<file path="src/rtl/mole_scheduler.sv">
// Whack-a-mole round scheduler: seeds the LFSR, raises one mole per round, scores hits and timeouts.
// Optional build macro MOLE_NO_REPEAT_EN: never raise the same hole twice in a row.
module mole_scheduler #(
    parameter int unsigned UP_CYCLES  = 50000000,
    parameter int unsigned GAP_CYCLES = 12500000,
    parameter int unsigned ROUNDS     = 20
) (
    input  logic       clk,
    input  logic       reset,
    input  logic       start,
    input  logic [8:0] hit,
    input  logic [3:0] rndnum,
    output logic       lfsr_load,
    output logic [8:0] mole,
    output logic [7:0] score,
    output logic [7:0] misses,
    output logic       busy,
    output logic       done
);

    localparam int unsigned TMAX = (UP_CYCLES > GAP_CYCLES) ? UP_CYCLES : GAP_CYCLES;
    localparam int unsigned TW   = (TMAX > 2) ? $clog2(TMAX) : 1;

    localparam logic [2:0] S_IDLE = 3'd0;
    localparam logic [2:0] S_SEED = 3'd1;
    localparam logic [2:0] S_PICK = 3'd2;
    localparam logic [2:0] S_UP   = 3'd3;
    localparam logic [2:0] S_GAP  = 3'd4;
    localparam logic [2:0] S_DONE = 3'd5;

    logic [2:0]    state, state_n;
    logic [TW-1:0] timer, timer_n;
    logic [7:0]    round_cnt, round_cnt_n;
    logic [8:0]    mole_n;
    logic [7:0]    score_n, misses_n;
    logic          lfsr_load_n, busy_n, done_n;
    logic          pick_ok;
    logic          game_start;

    assign game_start = ((state == S_IDLE) || (state == S_DONE)) && start;

`ifdef MOLE_NO_REPEAT_EN
    logic [3:0] prev_hole;

    // Last raised hole; 4'hF means no hole raised yet this game
    always_ff @(posedge clk or negedge reset) begin
        if (!reset) begin
            prev_hole <= 4'hF;
        end else if (game_start) begin
            prev_hole <= 4'hF;
        end else if ((state == S_PICK) && pick_ok) begin
            prev_hole <= rndnum;
        end
    end

    assign pick_ok = (rndnum <= 4'd8) && (rndnum != prev_hole);
`else
    assign pick_ok = (rndnum <= 4'd8);
`endif

    // State and registered outputs
    always_ff @(posedge clk or negedge reset) begin
        if (!reset) begin
            state     <= S_IDLE;
            timer     <= '0;
            round_cnt <= '0;
            mole      <= '0;
            score     <= '0;
            misses    <= '0;
            lfsr_load <= 1'b0;
            busy      <= 1'b0;
            done      <= 1'b0;
        end else begin
            state     <= state_n;
            timer     <= timer_n;
            round_cnt <= round_cnt_n;
            mole      <= mole_n;
            score     <= score_n;
            misses    <= misses_n;
            lfsr_load <= lfsr_load_n;
            busy      <= busy_n;
            done      <= done_n;
        end
    end

    // Next-state and next-output logic
    always_comb begin
        state_n     = state;
        timer_n     = timer;
        round_cnt_n = round_cnt;
        mole_n      = mole;
        score_n     = score;
        misses_n    = misses;

        case (state)
            S_IDLE, S_DONE: begin
                if (game_start) begin
                    score_n     = '0;
                    misses_n    = '0;
                    round_cnt_n = '0;
                    state_n     = S_SEED;
                end
            end
            S_SEED: state_n = S_PICK;
            S_PICK: begin
                if (pick_ok) begin
                    mole_n  = 9'(1) << rndnum;
                    timer_n = TW'(UP_CYCLES - 1);
                    state_n = S_UP;
                end
            end
            S_UP: begin
                // A hit on the raised hole takes priority over the timeout
                if ((hit & mole) != '0) begin
                    score_n     = (score == 8'hFF) ? score : score + 8'd1;
                    mole_n      = '0;
                    round_cnt_n = round_cnt + 8'd1;
                    timer_n     = TW'(GAP_CYCLES - 1);
                    state_n     = S_GAP;
                end else if (timer == '0) begin
                    misses_n    = (misses == 8'hFF) ? misses : misses + 8'd1;
                    mole_n      = '0;
                    round_cnt_n = round_cnt + 8'd1;
                    timer_n     = TW'(GAP_CYCLES - 1);
                    state_n     = S_GAP;
                end else begin
                    timer_n = timer - TW'(1);
                end
            end
            S_GAP: begin
                if (timer == '0) begin
                    state_n = (round_cnt == 8'(ROUNDS)) ? S_DONE : S_PICK;
                end else begin
                    timer_n = timer - TW'(1);
                end
            end
            default: state_n = S_IDLE;
        endcase

        lfsr_load_n = (state_n == S_SEED);
        busy_n      = (state_n != S_IDLE) && (state_n != S_DONE);
        done_n      = (state_n == S_DONE);
    end

endmodule

</file>
<file path="config.mk">
export PLATFORM = sky130hd
export DESIGN_NAME = mole_scheduler
export DESIGN_NICKNAME = d
export VERILOG_FILES = /design/src/rtl/mole_scheduler.sv
export SDC_FILE = /design/constraint.sdc
export NUM_CORES = 1
export LEC_CHECK = 0
export CAP_MARGIN = 0
export CORE_MARGIN = 4
export CORE_UTILIZATION = 56
export CTS_CLUSTER_DIAMETER = 30
export DETAILED_ROUTE_END_ITERATION = 8
export PLACE_DENSITY = 0.9
export SLEW_MARGIN = 20
export SYNTH_ARGS = -nofsm -noshare
export SYNTH_HDL_FRONTEND = slang
export SYNTH_SLANG_ARGS = --single-unit
</file>
<file path="constraint.sdc">
create_clock -name clk -period 3 [get_ports clk]
set_clock_uncertainty 0.2 [all_clocks]
set_input_delay 0.6 -clock clk [delete_from_list [all_inputs] [get_ports clk]]
set_output_delay 0.6 -clock clk [all_outputs]
set_load 0.01 [all_outputs]
</file>
# == Word level (Yosys, flattened, before mapping) ==
# Index checks and enable logic that the tools add are counted.
# op_classes
n_addsub,4
n_mul,0
div,0
n_lt_le_gt_ge,1
eq_ne,20
shifts,1
n_mux,27
n_bitwise,1
reduce_logical,16
# op_table
operator,n
$mux 26,4
$pmux 26 s3,1
$mux 8,8
$pmux 8 s2,3
$mux 9,3
$logic_not 26->1,1
$sub 26x1->26 const B,1
$add 8x1->8 const B,3
$mux 3,6
$pmux 9 s2,1
$eq 8x8->1 const B,2
$ne 2x2->1 const B,8
$pmux 3 s5,1
$and 9x9->9,1
$eq 3x3->1 const B,3
$reduce_and 3->1,3
$reduce_bool 9->1,1
$shl 1x4->9 const A,1
$eq 8x5->1 const B,1
$eq 3x1->1 const B,2
$eq 3x2->1 const B,2
$ne 3x3->1 const B,2
$reduce_bool 3->1,2
$reduce_and 5->1,1
7 further kinds,9
# word_totals
ff_bits,65
latch_bits,0
ramBits,0
romBits,0
in_bits,16
output_inout_bits,28
elab_cells,79
mem_count,0

# == Depth between registers and ports, before layout ==
# Gate-level depths: netlist of run 1.
# depth
depth_word,7
depth_mapped,10

# == Worst setup path before layout of run 1 ==
# Ideal clock, no wire load.
# synth_timing
path_type,input port to flip-flop
startpoint,input port hit[1]
endpoint,register mole[1]
setup_time_ns,0.136
arrival_time_ns,2.414
required_time_ns,2.664
slack_ns,0.250
cell_stages,7
n_path_buf,2
cell_sequence,a222oi_1 > nand4_1 > a31oi_1 > a21o_1 > clkbuf_1 > clkbuf_1 > o21ai_0
# synth_between
elab_chain_len,4
word_cells_on_any_way,6
# synth_rtl
element,line,source
start: declaration,11,"input logic [8:0] hit,"
$and 9x9->9 (*),114,if ((hit & mole) != '0) begin
$reduce_bool 9->1 (*),114,
$ne 3x3->1 (no source line) or $mux 9 (tied branches),--,
$reduce_and 3->1 (no source line) or $pmux 9 s2 (tied branches),--,
end signal: assignment,77,mole <= mole_n;
end: declaration,14,"output logic [8:0] mole,"
# Every way passes the cells marked *; elsewhere a longest branch is shown, timed or not.
# A chain may end at the register's enable or synchronous reset.

# == Final worst setup path of run 1 ==
# layout_timing
startpoint,register timer[7]
endpoint,register busy
# layout_between
elab_chain_len,6
word_cells_on_any_way,8
# layout_rtl
element,line,source
start: declaration,32,"logic [TW-1:0] timer, timer_n;"
start signal: assignment,75,timer <= timer_n;
$logic_not 26->1 (*),"120, 131",
$mux 3,120,end else if (timer == '0) begin
$mux 3,114,
$pmux 3 s5 (*),95,case (state)
$ne 3x3->1 or $reduce_bool 3->1 (tied branches),141,busy_n = (state_n != S_IDLE) && (state_n != S_DONE);
$logic_and 1x1->1 (*),141,
via busy_n,36,"logic lfsr_load_n, busy_n, done_n;"
end signal: assignment,81,busy <= busy_n;
end: declaration,17,"output logic busy,"
# Mark *: on every way through the listed nets, which the timed path passes. The rest lies on a longest branch.

==> metrics, run 1 <==
Yosys Warn Count 0; TritonCTS Buffers 9; Internal roughly 1300 uW; flops & latches, synth 65; initial antenna violation count 0; worst r2r src timer[7]; minimum clock period about 2900 ps; WL/cell 17.04 um; Post-DP HPWL 6352 um; Slew Limit Fails 0; top cells by area, synth dfrtp_1 (46%), xnor2_1 (6.2%), nand2_1 (5.1%), nor2_1 (3.4%), nand3_1 (2.8%); Antenna Nets Post-Route 0; GPL Wtd Cong 0.8881; Layout area overhead 24.18%; floorplan row count 28; fmax 0.3494 GHz; CP cell instances or4_4, or4_1, buf_4, o31ai_4, buf_4, a32oi_1, nor3_1, o21bai_1; register share of total power 0.520; Post-synth EDFFs 0; Yosys top cell by area dfrtp_1; Critical Path RT 3040 ps; post-CTS setup buffer count 0; DR vias 3,198; top cell types by occurrence after synthesis dfrtp_1 (65), nand2_1 (48), nor2_1 (32), xnor2_1 (25), nand3_1 (20); largest net degree at the start of global routing 35; crit path launch timer[7]; Synth async-reset ratio 1.000; Max Cap Violations 0; Crit-path slowest cell or4_4; Hold Fails Final Rpt 0; worst vdd ir 326.5 uV; Mean Syn Cell Area just over 9 sq um; post-synthesis cell type count 58; Clock Tree Root clkbuf_8; vias in the first global route 3,124; Buf/Inv on CP 2; # IOs 44; Critical Path Fanout Max 9; Netlist Area Pre-Place 0.003528 sq mm; share of cells above drive strength 1 0.1119; slew of the pin with the lowest slew margin 740.9 ps; top cell type's share of synthesized area 0.4610; DR pass1 iterations 5; first-pass GRT wire length 14,930 um; clock network power share 0.450; RSZ-0062 raised after global routing no; H-tree depth 3; Slew headroom 0.5061; Vias per Instance between 6 and 7; status finished clean; CP arrival 2910 ps; P per Cell Area 384.3 mW/mm^2; die span in x approximately 87 um; Skew-Pair Late Insertion Delay 360 ps; global route overflow 0; setup TNS 0 ps; ANT cells 0; clk sinks 65; Max clock buf depth 2; Worst-path clk slew 80 ps; Post-synth top flop dfrtp_1; NetSw 381.4 uW; CTS tree yes; Total Power 1684 uW; Post-Synthesis Cells 380; CP Class reg2reg; Net Count, Synth about 400; CP most frequent cell buf_4; Remaining DRCs 0; CP endpoint kind register; register area share after synthesis 0.4610; sw frac 0.2265; critical path launch point type register; top-count cell post-synth dfrtp_1; drt total wl between 8000 and 9000 um; layout net count 463; crit-path leading delay family simple AND/OR/NAND/NOR gates; IO Port Bufs 43; Core Util, Final 0.7272; full die area 0.007634 sq mm; logic gate share of total power 0.030; core area 0.006026 sq mm; slowest stage delay, CP around 580 ps; hold crit path type in2async; Leak 0.001732 uW; total track usage 0.2511; die height 87.38 um; DRT iter0 DRCs 250; final number of setup-violating endpoints 0; Final Cycle Share 0.9541; Initial Util 0.5855
## per-stage QoR
step           instances  hold slack (ps)  setup slack, ps  instance area (sq um)
2_1_floorplan        380            104.4            249.7                   3528
3_3_place_gp         506            255.4            116.1                   4173
3_5_place_dp         506            258.2            71.06                   4173
4_1_cts              522            124.7            167.8                   4369
5_1_grt              522            161.8            11.48                   4382
6_report             522            95.15            137.7                   4382
## state kept, by name (all words and copies together) (netlist names)
signal and flops:
busy 1, misses 8, timer 26, done 1, round_cnt 8, state 3, mole 9, lfsr_load 1
score 8
## final timing paths
path                              to  slack (ps)  cells after the start
max                             busy         140                      8
min                         score[5]         100                      1
max reg2reg                     busy         140                      8
min reg2reg                timer[14]         280                      1
max in group asynchronous  timer[23]        1860                      2
min in group clk           timer[14]         280                      1
## layout make-up
cell class,instances,area (sq um)
inverters,11,41.29
multi-input cells,290,1808
fillers,441,1644
flip-flops and latches,65,1627
clock inverters,5,55.05
clock buffers,11,141.4
repair buffers,65,615.6
well taps,75,93.84
## repair_timing
item	CTS	global route
setup endpoints to repair	0	4
resized for setup	0	2
hold buffers	0	0
## power groups by stage
stage                     combinational [uW]  clock (uW)  sequential (uW)
final                                   50.9         757              876
after global routing                    56.5         798              875
after CTS                               51.9         759              876
after detailed placement                51.7           0              893
after global placement                  49.8           0              893
after floorplan                         3.82           0              893
## layer usage
metal  up-vias  GRT usage  wire [um]  part of all wire
met4         0     0.1102        206             0.023
li1       1517          -          -                 -
met3        23    0.05487        538             0.060
met2       131     0.4171       4448              0.50
met1      1527     0.3132       3700              0.42
met5         -          0          0                 0
## placed cells by master, fill, tap and decap left out, types with 3 or more instances in the layout
master and count:
dfrtp_1 65, a21oi_1 16, a31oi_1 4, nand2_1 48, clkdlybuf4s50_1 42, o22a_1 3
o31ai_1 7, inv_1 11, xnor2_1 25, nor2b_1 4, a22oi_1 4, a21o_1 6
and4_1 3, ha_1 5, buf_4 20, or3_1 10, or2_2 3, nand3_1 20
nand4_1 5, nor3_1 16, or4_1 5, nor2_1 32, o21ai_0 16, nor4_1 8
a211oi_1 7, o41ai_1 6, clkbuf_8 10
## logic make-up (layout without fill, tap and decap cells)
kind of cell,count (synthesis),in the layout,share of synthesized area
AO/OA/AOI/OAI,90,90,0.1826
flip-flops,65,65,0.4610
multiplexers,1,1,0.002837
adder cells (fa/ha/maj),5,5,0.01773
AND/OR/NAND/NOR,168,168,0.2411
XOR/XNOR,26,26,0.06454
buffers and inverters,25,92,0.03014
(Power assumes the default switching activity.)
==> inputs of run 2 (changes only) <==
Settings changed: SKIP_LAST_GASP set to 1.
==> results of run 2 <==
Same layout as run 1: the final DEF is identical, and so are final timing and power.
